===== src/rtl/f2sdram_pkg.sv =====
// Shared types and helpers for the f2sdram burst writer.
package f2sdram_pkg;

    // Write master states: waiting for enough data, or driving a burst.
    typedef enum logic {
        IDLE  = 1'b0,
        BURST = 1'b1
    } state_t;

    // Word-address width for a 32-bit byte address space.
    function automatic int addr_width(input int data_width);
        return 32 - $clog2(data_width / 8);
    endfunction

endpackage


===== src/rtl/f2sdram_wr_fifo.sv =====
// Show-ahead FIFO: dout always presents the oldest stored word, so the
// burst master can drive it onto writedata without a read latency.
module f2sdram_wr_fifo #(
    parameter int DATA_WIDTH = 64,
    parameter int DEPTH      = 64,
    localparam int PTR_WIDTH   = $clog2(DEPTH),
    localparam int COUNT_WIDTH = $clog2(DEPTH) + 1
) (
    input  logic                   clk,
    input  logic                   reset,
    input  logic                   push,
    input  logic                   pop,
    input  logic [DATA_WIDTH-1:0]  din,
    output logic [DATA_WIDTH-1:0]  dout,
    output logic [COUNT_WIDTH-1:0] count,
    output logic                   full,
    output logic                   empty
);

    logic [DATA_WIDTH-1:0]  mem [DEPTH];
    logic [PTR_WIDTH-1:0]   wr_ptr_reg;
    logic [PTR_WIDTH-1:0]   rd_ptr_reg;
    logic [COUNT_WIDTH-1:0] count_reg;
    logic                   do_push;
    logic                   do_pop;

    assign full    = (count_reg == COUNT_WIDTH'(DEPTH));
    assign empty   = (count_reg == '0);
    assign count   = count_reg;
    assign do_push = push && !full;
    assign do_pop  = pop && !empty;

    // Storage array; no reset so it can map onto RAM resources.
    always_ff @(posedge clk) begin
        if (do_push) begin
            mem[wr_ptr_reg] <= din;
        end
    end

    // Head word is read asynchronously from the read pointer (show-ahead).
    assign dout = mem[rd_ptr_reg];

    // Pointer and occupancy bookkeeping; pointers wrap naturally (DEPTH is 2^n).
    always_ff @(posedge clk or posedge reset) begin
        if (reset) begin
            wr_ptr_reg <= '0;
            rd_ptr_reg <= '0;
            count_reg  <= '0;
        end else begin
            if (do_push) begin
                wr_ptr_reg <= wr_ptr_reg + PTR_WIDTH'(1);
            end
            if (do_pop) begin
                rd_ptr_reg <= rd_ptr_reg + PTR_WIDTH'(1);
            end
            case ({do_push, do_pop})
                2'b10:   count_reg <= count_reg + COUNT_WIDTH'(1);
                2'b01:   count_reg <= count_reg - COUNT_WIDTH'(1);
                default: count_reg <= count_reg;
            endcase
        end
    end

endmodule


===== src/rtl/f2sdram_burst_writer.sv =====
// Streaming write master: buffers a valid/ready stream and writes it out as
// fixed-length Avalon-MM bursts into a circular word-addressed region.
module f2sdram_burst_writer
    import f2sdram_pkg::*;
#(
    parameter int DATA_WIDTH       = 64,
    parameter int BURSTCOUNT_WIDTH = 8,
    parameter int BURST_LEN        = 16,
    parameter int FIFO_DEPTH       = 64,
    localparam int ADDRESS_WIDTH   = addr_width(DATA_WIDTH),
    localparam int BE_WIDTH        = DATA_WIDTH / 8
) (
    input  logic                        clk,
    input  logic                        reset,
    input  logic                        start,
    input  logic [ADDRESS_WIDTH-1:0]    base_addr,
    input  logic [ADDRESS_WIDTH-1:0]    buf_words,
    input  logic                        flush,
    input  logic [DATA_WIDTH-1:0]       in_data,
    input  logic                        in_valid,
    output logic                        in_ready,
    output logic                        busy,
    input  logic                        waitrequest,
    output logic [BURSTCOUNT_WIDTH-1:0] burstcount,
    output logic [ADDRESS_WIDTH-1:0]    address,
    output logic [DATA_WIDTH-1:0]       writedata,
    output logic [BE_WIDTH-1:0]         byteenable,
    output logic                        write,
    output logic                        read
);

    localparam int COUNT_WIDTH = $clog2(FIFO_DEPTH) + 1;
    localparam logic [ADDRESS_WIDTH-1:0] BURST_LEN_AW = ADDRESS_WIDTH'(BURST_LEN);

    state_t                        state_reg, state_next;
    logic [ADDRESS_WIDTH-1:0]      base_reg, base_next;
    logic [ADDRESS_WIDTH-1:0]      len_reg, len_next;
    logic [ADDRESS_WIDTH-1:0]      offset_reg, offset_next;
    logic [ADDRESS_WIDTH-1:0]      pbase_reg, pbase_next;
    logic [ADDRESS_WIDTH-1:0]      plen_reg, plen_next;
    logic [BURSTCOUNT_WIDTH-1:0]   beats_left_reg, beats_left_next;
    logic [BURSTCOUNT_WIDTH-1:0]   burstcount_reg, burstcount_next;
    logic [ADDRESS_WIDTH-1:0]      address_reg, address_next;
    logic                          write_reg, write_next;
    logic                          start_pend_reg, start_pend_next;
    logic                          flush_pend_reg, flush_pend_next;

    logic [DATA_WIDTH-1:0]         fifo_dout;
    logic [COUNT_WIDTH-1:0]        fifo_count;
    logic                          fifo_full;
    logic                          fifo_empty;
    logic                          fifo_push;
    logic                          fifo_pop;

    logic [ADDRESS_WIDTH-1:0]      remain;
    logic [ADDRESS_WIDTH-1:0]      count_aw;
    logic [ADDRESS_WIDTH-1:0]      n_words;
    logic [ADDRESS_WIDTH-1:0]      offset_sum;
    logic [ADDRESS_WIDTH-1:0]      offset_wrapped;
    logic                          burst_go;

    assign fifo_push = in_valid && in_ready;
    assign fifo_pop  = write_reg && !waitrequest;

    f2sdram_wr_fifo #(
        .DATA_WIDTH (DATA_WIDTH),
        .DEPTH      (FIFO_DEPTH)
    ) u_fifo (
        .clk   (clk),
        .reset (reset),
        .push  (fifo_push),
        .pop   (fifo_pop),
        .din   (in_data),
        .dout  (fifo_dout),
        .count (fifo_count),
        .full  (fifo_full),
        .empty (fifo_empty)
    );

    // Words left before the region end; a burst is never allowed past it.
    assign remain   = len_reg - offset_reg;
    assign count_aw = ADDRESS_WIDTH'(fifo_count);

    // Burst length: smallest of nominal length, buffered words and room left.
    always_comb begin
        n_words = BURST_LEN_AW;
        if (count_aw < n_words) begin
            n_words = count_aw;
        end
        if (remain < n_words) begin
            n_words = remain;
        end
    end

    // Offset after the current burst, wrapping to the region start at the end.
    assign offset_sum     = offset_reg + ADDRESS_WIDTH'(burstcount_reg);
    assign offset_wrapped = (offset_sum == len_reg) ? '0 : offset_sum;

    // A full burst is buffered, or a flush wants whatever is left; an
    // unconfigured (zero-length) region never issues a burst.
    assign burst_go = (remain != '0) &&
                      ((fifo_count >= COUNT_WIDTH'(BURST_LEN)) ||
                       (flush_pend_reg && !fifo_empty));

    // Next-state and next-register logic for the burst master.
    always_comb begin
        state_next      = state_reg;
        base_next       = base_reg;
        len_next        = len_reg;
        offset_next     = offset_reg;
        pbase_next      = pbase_reg;
        plen_next       = plen_reg;
        beats_left_next = beats_left_reg;
        burstcount_next = burstcount_reg;
        address_next    = address_reg;
        write_next      = write_reg;
        start_pend_next = start_pend_reg;
        flush_pend_next = flush_pend_reg;

        case (state_reg)
            IDLE: begin
                if (start) begin
                    // A fresh start overrides any older pending one.
                    base_next       = base_addr;
                    len_next        = buf_words;
                    offset_next     = '0;
                    start_pend_next = 1'b0;
                end else if (start_pend_reg) begin
                    base_next       = pbase_reg;
                    len_next        = plen_reg;
                    offset_next     = '0;
                    start_pend_next = 1'b0;
                end else if (burst_go) begin
                    burstcount_next = BURSTCOUNT_WIDTH'(n_words);
                    beats_left_next = BURSTCOUNT_WIDTH'(n_words);
                    address_next    = base_reg + offset_reg;
                    write_next      = 1'b1;
                    state_next      = BURST;
                end else if (flush_pend_reg && fifo_empty) begin
                    flush_pend_next = 1'b0;
                end
            end
            BURST: begin
                // Region changes wait until the running burst completes.
                if (start) begin
                    start_pend_next = 1'b1;
                    pbase_next      = base_addr;
                    plen_next       = buf_words;
                end
                if (fifo_pop) begin
                    beats_left_next = beats_left_reg - BURSTCOUNT_WIDTH'(1);
                    if (beats_left_reg == BURSTCOUNT_WIDTH'(1)) begin
                        write_next  = 1'b0;
                        offset_next = offset_wrapped;
                        state_next  = IDLE;
                    end
                end
            end
            default: begin
                state_next = IDLE;
                write_next = 1'b0;
            end
        endcase

        // A flush request is never lost, even while a pending one is cleared.
        if (flush) begin
            flush_pend_next = 1'b1;
        end
    end

    // State and register update; reset aborts any burst immediately.
    always_ff @(posedge clk or posedge reset) begin
        if (reset) begin
            state_reg      <= IDLE;
            base_reg       <= '0;
            len_reg        <= '0;
            offset_reg     <= '0;
            pbase_reg      <= '0;
            plen_reg       <= '0;
            beats_left_reg <= '0;
            burstcount_reg <= '0;
            address_reg    <= '0;
            write_reg      <= 1'b0;
            start_pend_reg <= 1'b0;
            flush_pend_reg <= 1'b0;
        end else begin
            state_reg      <= state_next;
            base_reg       <= base_next;
            len_reg        <= len_next;
            offset_reg     <= offset_next;
            pbase_reg      <= pbase_next;
            plen_reg       <= plen_next;
            beats_left_reg <= beats_left_next;
            burstcount_reg <= burstcount_next;
            address_reg    <= address_next;
            write_reg      <= write_next;
            start_pend_reg <= start_pend_next;
            flush_pend_reg <= flush_pend_next;
        end
    end

    assign in_ready   = !fifo_full;
    assign busy       = (state_reg != IDLE) || !fifo_empty || start_pend_reg || flush_pend_reg;
    assign write      = write_reg;
    assign read       = 1'b0;
    assign burstcount = burstcount_reg;
    assign address    = address_reg;
    assign writedata  = write_reg ? fifo_dout : '0;
    assign byteenable = {BE_WIDTH{write_reg}};

endmodule


===== config.mk =====
export PLATFORM = sky130hd
export DESIGN_NAME = f2sdram_burst_writer
export DESIGN_NICKNAME = d
export VERILOG_FILES = /design/src/rtl/f2sdram_pkg.sv /design/src/rtl/f2sdram_wr_fifo.sv /design/src/rtl/f2sdram_burst_writer.sv
export SDC_FILE = /design/constraint.sdc
export NUM_CORES = 2
export LEC_CHECK = 0
export CAP_MARGIN = 0
export CORE_MARGIN = 5
export CORE_UTILIZATION = 65
export CTS_CLUSTER_SIZE = 25
export DETAILED_ROUTE_END_ITERATION = 6
export GPL_ROUTABILITY_DRIVEN = 0
export PLACE_DENSITY_LB_ADDON = 0.1
export SLEW_MARGIN = 5
export SYNTH_ARGS = -nofsm -noshare
export SYNTH_HDL_FRONTEND = slang
export SYNTH_HIERARCHICAL = 1
export SYNTH_SLANG_ARGS = --single-unit

===== constraint.sdc =====
create_clock -name clk -period 9.6 [get_ports clk]
set_input_delay 0.96 -clock clk [delete_from_list [all_inputs] [get_ports clk]]
set_output_delay 0.96 -clock clk [all_outputs]
set_load 0.1 [all_outputs]

==> flow_summary_export.csv <==
group,metric,value,unit
outcome,outcome,"finished with violations",
outcome,failed_checks,"DRC",
floorplanning,design.die.area,272000,um^2
routing,detail_route.wirelength,454000,um
timing,setup_viol,0,
cells_and_area,area.growth.synth_to_final,11.6,%
timing,timing.setup.tns,0,ns
placement,buffer_ports.inserted,239,
routing,drc,1,
min_path,min-delay-path-class,"flop to flop",
global_route,grt_overall_usage,33.6,%
routing,dr.pass1.iters,7,
yosys,synthesis.area_per_instance,20.5,um^2
timing,rel_slew_slack,9.56,%
cells_and_area,fillerInstances,15079,
timing,fmax,130,MHz
yosys,edff_count_synth,4096,
worst_setup_path,critical_path.max_fanout,41,
worst_setup_path,critPathArrivalTime,6.73,ns
global_route,largest_net_degree_at_the_start_of_global_routing,130,
clock_tree,cts.htree.levels,5,
yosys,synth.ff_latch_count,4309,
yosys,synth.top_cells.by_area,"sky130_fd_sc_hd__edfxtp_1, sky130_fd_sc_hd__mux4_2, sky130_fd_sc_hd__dfrtp_1",
yosys,yosysUniqueCellTypes,92,
global_route,overflow,0,
placement,placement.setup.worst_slack,3.00,ns
clock_tree,cts_made_buffers,416,
yosys,post_synth_instance_area,170000,um^2
yosys,synth.yosys.warnings,6,
clock_tree,root_buffer,"sky130_fd_sc_hd__clkbuf_16",
yosys,dominantRegCellSynth,"sky130_fd_sc_hd__edfxtp_1",
yosys,synth_cell_count_leaders,"sky130_fd_sc_hd__edfxtp_1, sky130_fd_sc_hd__mux4_2, sky130_fd_sc_hd__mux2i_1",
clock_tree,clock_tree_from_tritoncts,"yes",
worst_setup_path,crit_type,"flop to output port",
cells_and_area,max_flop_register,"u_fifo/mem",
timing,finalCriticalPeriod,7.69,ns
global_route,global_route_wire_length_before_repair,646000,um
cells_and_area,layout.core_utilization,72.7,%
timing,grt_setup_unrepaired,"false",
timing,final.hold.worst_slack,0.492,ns
floorplanning,core_area,262000,um^2
clock_tree,cts-root-to-sink-buffers,4,
clock_tree,clock_sinks,4309,
yosys,yosys.area.top_type,"sky130_fd_sc_hd__edfxtp_1",
floorplanning,rows,188,
floorplanning,chipHeight,522,um
floorplanning,initial_utilization,65.1,%
clock_tree,cts-hold-fix-buffers,0,
clock_tree,cts.repair.resized,0,
cells_and_area,final_layout_size_suffix_gt1_share,22.1,%
timing,timing.final.max_slew_violations,0,
global_route,grt_pass1_vias,88911,
yosys,post_synth_inst_count,8298,
worst_setup_path,endpoint_kind,"output port",
floorplanning,die-width,522,um
cells_and_area,finalNonFillerCells,12569,
yosys,synthArstFlopShare,4.94,%
timing,hold_viol_final,0,
cells_and_area,multi_input_comb_area,40100,um^2
global_route,antenna_found_initial,29,
placement,dpl.hpwl,237000,um
timing,tightestPinTransition,1.35,ns
pwr,power-per-cell-area,304,nW/um^2
routing,drt.antenna.violating_nets,0,
routing,via_count,89356,
pwr,power.ir.vdd_worst,0.000813,V
yosys,synth.most_common_cell,"sky130_fd_sc_hd__edfxtp_1",
routing,avgRoutedWirePerCell,36.1,um
yosys,seq_area_frac_synth,75.3,%
cells_and_area,design.final.nets,8921,
clock_tree,worst_skew_pair.late_latency,0.98,ns
yosys,synth_largest_type_area_fraction,72.2,%
pwr,static-leakage-power,0.0614,uW
clock_tree,post-cts-setup-buffer-count,0,
timing,worst_setup_skew_after_layout,0.0581,ns
timing,fin_ws,1.91,ns
cells_and_area,seq_area,128000,um^2
floorplanning,io_pins,241,
placement,dp.cells,11806,
routing,drtIter0Drc,12950,
worst_setup_path,worst_endpoint_required_time,8.64,ns
clock_tree,clk_pin_slew_worst_paths,0.06,ns
worst_setup_path,start_kind,"flop",
cells_and_area,largest_reg_flops,4096,
job,cap_viol_max_count,0,
timing,layout_worst_path_cycle_share,80.1,%
routing,via_per_inst,7.11,
## layer usage
layer  track usage [%]  vias up  wire (um)
li1                  -    35232          -
met1              48.0    46677     162000
met2              51.6     6233     214000
met3              7.83     1200      56800
met4              12.9       14      21300
met5                 0        -         96
## metrics by stage
step                power [uW]  area [um^2]
floorplan                36400       170000
global placement         42000       177000
detailed placement       42200       177000
CTS                      57800       190000
global route             59600       190000
finish                   57700       190000
## final timing paths
| kind | startpoint | end | slack [ns] | cells after the start |
|---|---|---|---|---|
| worst max-delay path | u_fifo/rd_ptr_reg[3] | writedata[36] | 1.91 | 9 |
| worst min-delay path | base_reg[0] | base_reg[0] | 0.49 | 2 |
| worst max register to register | u_fifo/count[0] | u_fifo/mem[61][28] | 3.91 | 9 |
| worst min register to register | base_reg[0] | base_reg[0] | 0.49 | 2 |
| max in group asynchronous | reset | write | 7.33 | 3 |
| min in group asynchronous | reset | len_reg[2] | 0.74 | 2 |
## cells by family (layout without fill, tap and decap cells)
kind of cell	Yosys count	in the layout	synth area share, %
flops	4309	4309	75.3
mux	1507	1507	15.9
compound gates	892	892	3.64
simple gates	863	863	2.41
buf+inv	528	1272	1.48
xor+xnor	113	113	0.605
fa+ha+maj	84	84	0.635
other cells	2	14	0.00441
## where the power goes
group          internal, uW  leakage (uW)  switching (uW)
clock network          8820       0.00634            6870
registers             21500        0.0395             597
logic                  7300        0.0156           12600
## cells in the final DEF (no fill, tap or decap), types with 109 or more instances in the layout
| master | synthesis | final |
|---|---|---|
| sky130_fd_sc_hd__a21oi_1 | 122 | 122 |
| sky130_fd_sc_hd__a22oi_1 | 138 | 138 |
| sky130_fd_sc_hd__buf_4 | 59 | 184 |
| sky130_fd_sc_hd__clkbuf_1 | 187 | 111 |
| sky130_fd_sc_hd__clkbuf_16 | 0 | 420 |
| sky130_fd_sc_hd__clkdlybuf4s50_1 | 0 | 174 |
| sky130_fd_sc_hd__dfrtp_1 | 213 | 207 |
| sky130_fd_sc_hd__edfxtp_1 | 4096 | 4096 |
| sky130_fd_sc_hd__mux2_2 | 109 | 109 |
| sky130_fd_sc_hd__mux2i_1 | 451 | 451 |
| sky130_fd_sc_hd__mux4_2 | 946 | 946 |
| sky130_fd_sc_hd__nand2_1 | 257 | 254 |
| sky130_fd_sc_hd__nor2_1 | 234 | 163 |
| sky130_fd_sc_hd__o21ai_0 | 211 | 211 |
## critical path, cell delays in order (launching register included)
cell                              delay (ns)
sky130_fd_sc_hd__dfrtp_4                0.90
sky130_fd_sc_hd__nor2b_4                0.27
sky130_fd_sc_hd__buf_4                  0.77
sky130_fd_sc_hd__nand2_2                0.87
sky130_fd_sc_hd__o22ai_1                0.41
sky130_fd_sc_hd__a211oi_1               0.09
sky130_fd_sc_hd__a221oi_1               0.91
sky130_fd_sc_hd__buf_4                  0.24
sky130_fd_sc_hd__and2_1                 0.14
sky130_fd_sc_hd__clkdlybuf4s50_1        1.14
## layout make-up
type                            count  share of cell area [%]
Clock inverter                    209                    1.01
Timing Repair Buffer              445                    2.05
Antenna cell                       11                  0.0145
Multi-Input combinational cell   3462                    21.1
Tap cell                         3515                    2.31
Clock buffer                      543                    5.84
Inverter                           75                   0.153
Sequential cell                  4309                    67.5
Power figures use the tool's default switching activity.
